===== src/rtl/instruction_fetch_unit.sv =====
// Fetch stage: reads opcode/operand word pairs from synchronous program memory and
// queues {opcode, operand, pc} instructions for the processor over valid/ready.
module instruction_fetch_unit #(
  parameter int unsigned       ADDR_W     = 16,
  parameter int unsigned       DATA_W     = 16,
  parameter int unsigned       FIFO_DEPTH = 2,
  parameter logic [ADDR_W-1:0] RESET_PC   = '0
) (
  input  logic              clk,
  input  logic              reset,
  input  logic              enable,
  output logic              mem_rd_en,
  output logic [ADDR_W-1:0] mem_addr,
  input  logic [DATA_W-1:0] mem_rd_data,
  input  logic              redirect_valid,
  input  logic [ADDR_W-1:0] redirect_pc,
  output logic              instr_valid,
  input  logic              instr_ready,
  output logic [DATA_W-1:0] opcode_out,
  output logic [DATA_W-1:0] operand_out,
  output logic [ADDR_W-1:0] instr_pc,
  output logic [ADDR_W-1:0] fetch_pc_out
);

  localparam int unsigned PTR_W = $clog2(FIFO_DEPTH);
  localparam int unsigned CNT_W = PTR_W + 1;
  localparam int unsigned ENT_W = 2 * DATA_W + ADDR_W;

  typedef enum logic [1:0] {IDLE, ISSUE_OP, ISSUE_ARG} state_t;

  state_t              state_q, state_n;
  logic [ADDR_W-1:0]   fetch_pc_q, fetch_pc_n;
  logic                reserved_q, reserved_n;
  logic                rd_en_n;
  logic [ADDR_W-1:0]   addr_n;

  logic                ret_op_q, ret_arg_q;
  logic [DATA_W-1:0]   op_q;
  logic [ADDR_W-1:0]   pend_pc_q;

  logic [ENT_W-1:0]    fifo_mem [FIFO_DEPTH];
  logic [PTR_W-1:0]    wr_ptr_q, rd_ptr_q, rd_nxt_c;
  logic [CNT_W-1:0]    count_q, count_nxt_c;
  logic [CNT_W:0]      occ_c;
  logic [ENT_W-1:0]    push_data_c, head_nxt_c;
  logic                push_c, pop_c, slot_free_c;

  // Redirect overrides every push and pop in its cycle
  always_comb begin
    push_c      = ret_arg_q & ~redirect_valid;
    pop_c       = instr_valid & instr_ready & ~redirect_valid;
    push_data_c = {op_q, mem_rd_data, pend_pc_q};
    occ_c       = {1'b0, count_q} - (CNT_W+1)'(pop_c) + (CNT_W+1)'(reserved_q);
    slot_free_c = occ_c < (CNT_W+1)'(FIFO_DEPTH);
    rd_nxt_c    = rd_ptr_q + PTR_W'(pop_c);
    count_nxt_c = count_q + CNT_W'(push_c) - CNT_W'(pop_c);
    head_nxt_c  = (push_c && (wr_ptr_q == rd_nxt_c)) ? push_data_c : fifo_mem[rd_nxt_c];
  end

  // Issue FSM: next state, fetch pc, slot reservation and the registered memory strobe
  always_comb begin
    state_n    = state_q;
    fetch_pc_n = fetch_pc_q;
    reserved_n = reserved_q;
    rd_en_n    = 1'b0;
    addr_n     = mem_addr;

    if (state_q == ISSUE_OP) reserved_n = 1'b1;
    else if (push_c)         reserved_n = 1'b0;

    case (state_q)
      IDLE:      if (enable && slot_free_c) state_n = ISSUE_OP;
      ISSUE_OP:  state_n = ISSUE_ARG;
      ISSUE_ARG: begin
        fetch_pc_n = fetch_pc_q + ADDR_W'(2);
        state_n    = (enable && slot_free_c) ? ISSUE_OP : IDLE;
      end
      default:   state_n = IDLE;
    endcase

    if (redirect_valid) begin
      state_n    = IDLE;
      fetch_pc_n = redirect_pc;
      reserved_n = 1'b0;
    end

    case (state_n)
      ISSUE_OP:  begin rd_en_n = 1'b1; addr_n = fetch_pc_n; end
      ISSUE_ARG: begin rd_en_n = 1'b1; addr_n = fetch_pc_n + ADDR_W'(1); end
      default:   ;
    endcase
  end

  always_ff @(posedge clk or negedge reset) begin
    if (!reset) begin
      state_q    <= IDLE;
      fetch_pc_q <= RESET_PC;
      reserved_q <= 1'b0;
      mem_rd_en  <= 1'b0;
      mem_addr   <= RESET_PC;
    end else begin
      state_q    <= state_n;
      fetch_pc_q <= fetch_pc_n;
      reserved_q <= reserved_n;
      mem_rd_en  <= rd_en_n;
      mem_addr   <= addr_n;
    end
  end

  assign fetch_pc_out = fetch_pc_q;

  // Return path: clearing the return flags on redirect drops any word still in flight
  always_ff @(posedge clk or negedge reset) begin
    if (!reset) begin
      ret_op_q  <= 1'b0;
      ret_arg_q <= 1'b0;
      op_q      <= '0;
      pend_pc_q <= '0;
    end else begin
      ret_op_q  <= (state_q == ISSUE_OP) & ~redirect_valid;
      ret_arg_q <= (state_q == ISSUE_ARG) & ~redirect_valid;
      if (ret_op_q && !redirect_valid) op_q <= mem_rd_data;
      if (state_q == ISSUE_OP) pend_pc_q <= fetch_pc_q;
    end
  end

  always_ff @(posedge clk) begin
    if (push_c) fifo_mem[wr_ptr_q] <= push_data_c;
  end

  // Head outputs are registered copies of the next head; they hold when the FIFO drains
  always_ff @(posedge clk or negedge reset) begin
    if (!reset) begin
      wr_ptr_q    <= '0;
      rd_ptr_q    <= '0;
      count_q     <= '0;
      instr_valid <= 1'b0;
      opcode_out  <= '0;
      operand_out <= '0;
      instr_pc    <= '0;
    end else if (redirect_valid) begin
      wr_ptr_q    <= '0;
      rd_ptr_q    <= '0;
      count_q     <= '0;
      instr_valid <= 1'b0;
    end else begin
      if (push_c) wr_ptr_q <= wr_ptr_q + PTR_W'(1);
      rd_ptr_q    <= rd_nxt_c;
      count_q     <= count_nxt_c;
      instr_valid <= (count_nxt_c != '0);
      if (count_nxt_c != '0) {opcode_out, operand_out, instr_pc} <= head_nxt_c;
    end
  end

endmodule


===== config.mk =====
export PLATFORM = sky130hd
export DESIGN_NAME = instruction_fetch_unit
export DESIGN_NICKNAME = d
export VERILOG_FILES = /design/src/rtl/instruction_fetch_unit.sv
export SDC_FILE = /design/constraint.sdc
export NUM_CORES = 1
export LEC_CHECK = 0
export CORE_MARGIN = 2
export CORE_UTILIZATION = 56
export CTS_CLUSTER_DIAMETER = 40
export DETAILED_ROUTE_END_ITERATION = 7
export PLACE_DENSITY_LB_ADDON = 0.2
export RECOVER_POWER = 50
export SYNTH_ARGS = -nofsm -noshare
export SYNTH_HDL_FRONTEND = slang
export SYNTH_SLANG_ARGS = --single-unit

===== constraint.sdc =====
create_clock -name clk -period 6.9 [get_ports clk]
set_input_delay 1.38 -clock clk [delete_from_list [all_inputs] [get_ports clk]]
set_output_delay 1.38 -clock clk [all_outputs]
set_load 0.1 [all_outputs]

Yosys cells after proc, flatten, opt, wreduce, memory -nomap -nowiden
Memories as Yosys holds them, arrays and structs flattened. A register that Yosys moved wholly into a read port is not among the register bits.
Cells that the tools add are included.
Word-level totals
  register bits: 75
  memories kept: 1
  input bits: 37
  word-level logic and storage cells: 62
  RAM bits: 96
Cells by class
  bitwise operators: 6
  magnitude comparators: 1
  $add $sub $neg: 8
  equality and inequality tests: 4
  reduce and logical (&&, ||, !) cells: 11
  multiplexer cells: 18
Memories
  fifo_mem: depth 2, width 48, read ports 1, clocked after Yosys merged registers in 1, wr ports 1, line 41  | logic [ENT_W-1:0] fifo_mem [FIFO_DEPTH];
Operators with widths (number)
  16-bit two-way mux: 2
  16-bit one-hot mux with 2 select lines: 1
  16-bit by 1-bit adder with 16-bit output (second input constant): 1
  16-bit by 2-bit adder with 16-bit output (second input constant): 1
  1-bit two-way mux: 11
  2-bit two-way mux: 3
  2-bit one-hot mux with 3 select lines: 1
  2-bit nonzero test: 3
  1-bit bitwise AND: 5
  2-bit by 1-bit equality test with 1-bit output (second input constant): 2
  2-bit equality test (second input constant): 2
  3-bit by 1-bit adder with 3-bit output: 1
  3-bit by 2-bit less-than comparator with 1-bit output (second input constant): 1
  3-bit nonzero test: 1
  2-bit by 1-bit subtractor with 3-bit output: 1
  2-bit by 1-bit adder with 2-bit output: 1
  1-bit logical AND: 2
  1-bit zero test: 2
  2-bit zero test: 1
  2-bit AND reduction: 1
  2-bit OR reduction: 1
  2-bit by 1-bit subtractor with 2-bit output: 1
  1-bit adder: 1
  1-bit adder (second input constant): 1
  1-bit NOT: 1

Logic depth before layout (Yosys ltp)
  depth after elaboration: 12
  gate-level depth with buffers: 14
  gate-level depth less buffers: 13

Least setup slack after synthesis
Ideal clock, no wire load.
  path kind: input port to flip-flop
  start: input redirect_valid
  end: memory fifo_mem[0][0] in the netlist's numbering, enable pin
  setup time: 0.523 ns
  stages on the path: 5
  arrival: 5.723 ns
  path slack: 0.654 ns
  cell sequence: buf_2 -> buf_1 -> clkbuf_1 -> buf_1 -> nor3b_1
Between the ends
  longest elaborated chain between the ends: 4
RTL lines
  from (decl): line 15  | input logic redirect_valid,
  1-bit NOT (no line)
  1-bit bitwise AND: line 50  | push_c = ret_arg_q & ~redirect_valid;
  1-bit two-way mux: line 128  | if (push_c) fifo_mem[wr_ptr_q] <= push_data_c;
  1-bit two-way mux (implied by the code): line 128
  to (decl): line 41
Every way passes these cells.

Worst setup path after layout
  start: input redirect_valid
  end: register mem_addr[15]
Between the ends
  longest elaborated chain between the ends: 11
  elaborated cells between the ends (all ways): 16
RTL lines
  1-bit NOT (no line)
  1-bit bitwise AND: line 51  | pop_c = instr_valid & instr_ready & ~redirect_valid;
  2-bit by 1-bit subtractor with 3-bit output: line 53  | occ_c = {1'b0, count_q} - (CNT_W+1)'(pop_c) + (CNT_W+1)'(reserved_q);
  3-bit by 1-bit adder with 3-bit output: line 53
  3-bit by 2-bit less-than comparator with 1-bit output: line 54  | slot_free_c = occ_c < (CNT_W+1)'(FIFO_DEPTH);
  1-bit logical AND: line 72, 76
  1-bit two-way mux / 2-bit two-way mux (equally long branches): line 76, 72
  2-bit one-hot mux with 3 select lines: line 71  | case (state_q)
  2-bit two-way mux: line 81  | if (redirect_valid) begin
  2-bit equality test / 2-bit by 1-bit equality test with 1-bit output (equally long branches): line 87  | case (state_n)
  16-bit one-hot mux with 2 select lines / 2-bit nonzero test (equally long branches)
  to (signal assigned): line 106  | mem_addr <= addr_n;
  to (decl): line 13  | output logic [ADDR_W-1:0] mem_addr,
Parallel ways exist; a longest one is shown, timed or not.
A chain may end at the register's enable or synchronous reset.

==> results.py <==
metrics = {
    "timing": {
        "rsz0062_at_grt": "false",
        "period_needed_ns": 5.37,
        "hold_violations": 0,
        "min_period_over_period_pct": 77.8,
        "fin_skew_ns": 0.0171,
        "fmax_ghz": 0.186,
        "worst-slew-pin-transition_ns": 2.78,
        "slew_headroom_pct": -85.1,
        "setup_viol": 0,
        "fin_ws_ns": 1.53,
        "slew_viol_final": 164,
        "fin_tns_setup_ns": 0,
    },
    "place": {
        "place_ws_ns": 1.59,
        "gp_congestion": 0.875,
        "placed_cells": 1030,
        "hpwl_mm": 11.7,
        "placed_area_mm2": 0.0105,
        "numPortBuffers": 118,
    },
    "detailed_routing": {
        "wirelength_mm": 18.8,
        "wl_per_cell_um": 17.4,
        "drt-initial-drc-count": 430,
        "dr_total_vias": 5976,
        "viasPerCell": 5.54,
        "route.detailed.drc": 0,
        "dr.pass1.iters": 4,
        "drt.antenna.violating_nets": 0,
    },
    "layout": {
        "diodes": 0,
        "final_area_mm2": 0.0113,
        "final_util_pct": 71.2,
        "layout-drive-gt1-share_pct": 11.1,
        "n_fill_cell": 1107,
        "finalNonFillerCells": 1078,
        "multi_input_area_mm2": 0.00299,
        "area_growth_pct": 24.5,
        "nets": 884,
        "regArea_mm2": 0.00594,
    },
    "clocking": {
        "insertion_delay_ns": 0.53,
        "ctsHoldBuffers": 0,
        "cts_resized": 0,
        "cts_max_path_buffers": 3,
        "clkTransAtPathRegs_ns": 0.06,
        "clock_sinks": 218,
        "cts_buffers": 26,
        "htreeDepth": 1,
        "cts_tree": "done",
        "cts-root-buf": "clkbuf_16",
        "cts_setup_buffers": 0,
    },
    "synth": {
        "synth_edf_count": 96,
        "synth.distinct_cells": 55,
        "synth_area_per_cell_um2": 12.5,
        "synth.area.top_cells": "dfrtp_1 34%, edfxtp_1 32%, o21ai_0 6.6%",
        "async_flop_share_pct": 56.0,
        "ys.flop_type": "dfrtp_1",
        "synth_seq_cells": 218,
        "synth_commonest_cells": "123 x nand2_1, 122 x dfrtp_1, 120 x o21ai_0",
        "yosysTopAreaCell": "dfrtp_1",
        "synth_cells": 729,
        "syn_area_mm2": 0.00908,
        "yosys.area.top_type_share_pct": 33.6,
        "yosysMostFrequentCell": "nand2_1",
        "yosys_warnings": 0,
        "synth_fp_nets": 771,
        "ys_seq_area_share_pct": 65.4,
    },
    "critical_path": {
        "cp_max_fo": 38,
        "critPathArrivalTime_ns": 5.81,
        "r2r_start": "instr_valid$_DFF_PN0_",
        "crit_type": "input port to flip-flop",
        "slowest_delay_ns": 1.13,
        "r2r_slack_ns": 3.12,
        "reg2reg_to": "mem_addr[15]$_DFFE_PN0P_",
        "endpoint_kind": "flip-flop",
        "cp.required_ns": 7.34,
        "rr_worst_depth": 13,
        "crit_slowest_cell": "clkbuf_1",
        "worst_setup_path_start_kind": "input port",
        "path_cells": "dlygate4sd3_1 > clkbuf_1 > inv_1 > a211oi_1 > nand3_1 > or3_4 > or4_1 > a31oi_1",
    },
    "flow_run": {
        "maxCapViolCount": 3,
    },
    "min_path": {
        "worstHoldStart": "operand_out[4]$_DFFE_PN0P_",
        "whs_endpoint": "operand_out[4]$_DFFE_PN0P_",
        "hold_path.class": "flip-flop to flip-flop",
        "whs_path_depth": 2,
    },
    "power_and_ir_drop": {
        "powerDensity_mw_per_mm2": 473,
        "peakVddDrop_mv": 0.357,
        "p_leak_nw": 4.78,
    },
    "die": {
        "die_width_um": 131,
        "die_h_um": 131,
        "core_mm2": 0.0159,
        "start_util_pct": 57.2,
        "num_rows": 46,
        "top_level_ports": 119,
        "dieArea_mm2": 0.0172,
    },
    "outcome": {
        "violations": "capacitance limit, slew limit",
        "outcome": "complete, but fails checks",
    },
    "global_routing": {
        "grt.overflow.total": 0,
        "grt_antenna_before_repair": 0,
        "grt_pass1_wl_mm": 31.3,
        "grt_max_degree": 98,
        "grt.total_usage_pct": 22.1,
        "grt_pass1_vias": 6119,
    },
}
[cell families after synthesis]
logic type      count (synthesis)  share of synthesized area (%)
buf+inv                        49                           2.14
simple gates                  206                           11.0
fa+ha+maj                       5                          0.772
flops                         218                           65.4
xor+xnor                       24                           2.32
mux                            81                           9.36
compound gates                146                           9.05
[sequential cells by signal, summed over array words and instances, names as in the netlist, 2 cells and up]
register / flops
opcode_out: 16
pend_pc_q: 16
op_q: 16
mem_addr: 16
instr_pc: 16
count_q: 2
operand_out: 16
fifo_mem: 96
fetch_pc_out: 16
[layout make-up]
class                           instances  area share, %
Timing Repair Buffer                  125           10.8
Sequential cell                       218           52.5
Clock inverter                         17           1.37
Tap cell                              216           2.39
Multi-Input combinational cell        462           26.5
Inverter                                9          0.299
Clock buffer                           31           6.19
[placed cells by master, fill, tap and decap left out, drive strengths merged, types with 2 or more instances in the layout]
master	count
a21oi	4
a22oi	3
a31oi	7
and2	4
and3	2
buf	4
clkbuf	35
clkdlybuf4s50	100
clkinv	5
clkinvlp	4
dfrtp	122
dlygate4sd3	17
edfxtp	96
ha	4
inv	16
mux2	31
mux2i	50
nand2	123
nand2b	4
nand3	8
nand3b	3
nand4	10
nor2	21
nor2b	5
nor3b	2
nor4	4
nor4b	2
o211ai	2
o21ai	121
o31ai	4
or3	5
or4	6
xnor2	14
xor2	10
[layer usage]
| metal | wire, um | GRT usage [%] |
|---|---|---|
| met1 | 8170 | 30.9 |
| met4 | 235 | 6.04 |
| met2 | 9230 | 36.3 |
| met3 | 1140 | 3.86 |
| met5 | 0 | 0 |
[report_power, final]
group          switching, mW  internal, mW
sequential             0.197          1.67
clock                  0.543         0.776
combinational           1.68         0.481
total                   2.42          2.92
[worst max path at each step]
stage / slack, ns / end / startpoint / depth (start not counted)
global route: 1.23 / mem_addr[15]$_DFFE_PN0P_ / redirect_valid / 8
detailed placement: 1.59 / mem_addr[15]$_DFFE_PN0P_ / instr_ready / 14
floorplan: 0.65 / fifo_mem[0][0]$_DFFE_PP_ / redirect_valid / 5
finish: 1.53 / mem_addr[15]$_DFFE_PN0P_ / redirect_valid / 8
global placement: 1.80 / mem_addr[15]$_DFFE_PN0P_ / instr_ready / 14
CTS: 2.13 / mem_addr[15]$_DFFE_PN0P_ / instr_ready / 14
[critical path: cells and delay by family]
kind | cells | cell delay [ns]
simple gates | 3 | 1.21
compound gates | 2 | 0.73
buf+inv | 3 | 2.49
[through the flow]
| stage | total power, mW | hold slack, ns |
|---|---|---|
| finish | 5.34 | 0.477 |
| global route | 5.55 | 0.505 |
| CTS | 5.38 | 0.482 |
| detailed placement | 4.06 | 0.469 |
| global placement | 4.01 | 0.461 |
| floorplan | 3.50 | 0.453 |
No activity file was read; power rests on OpenSTA's default activity.
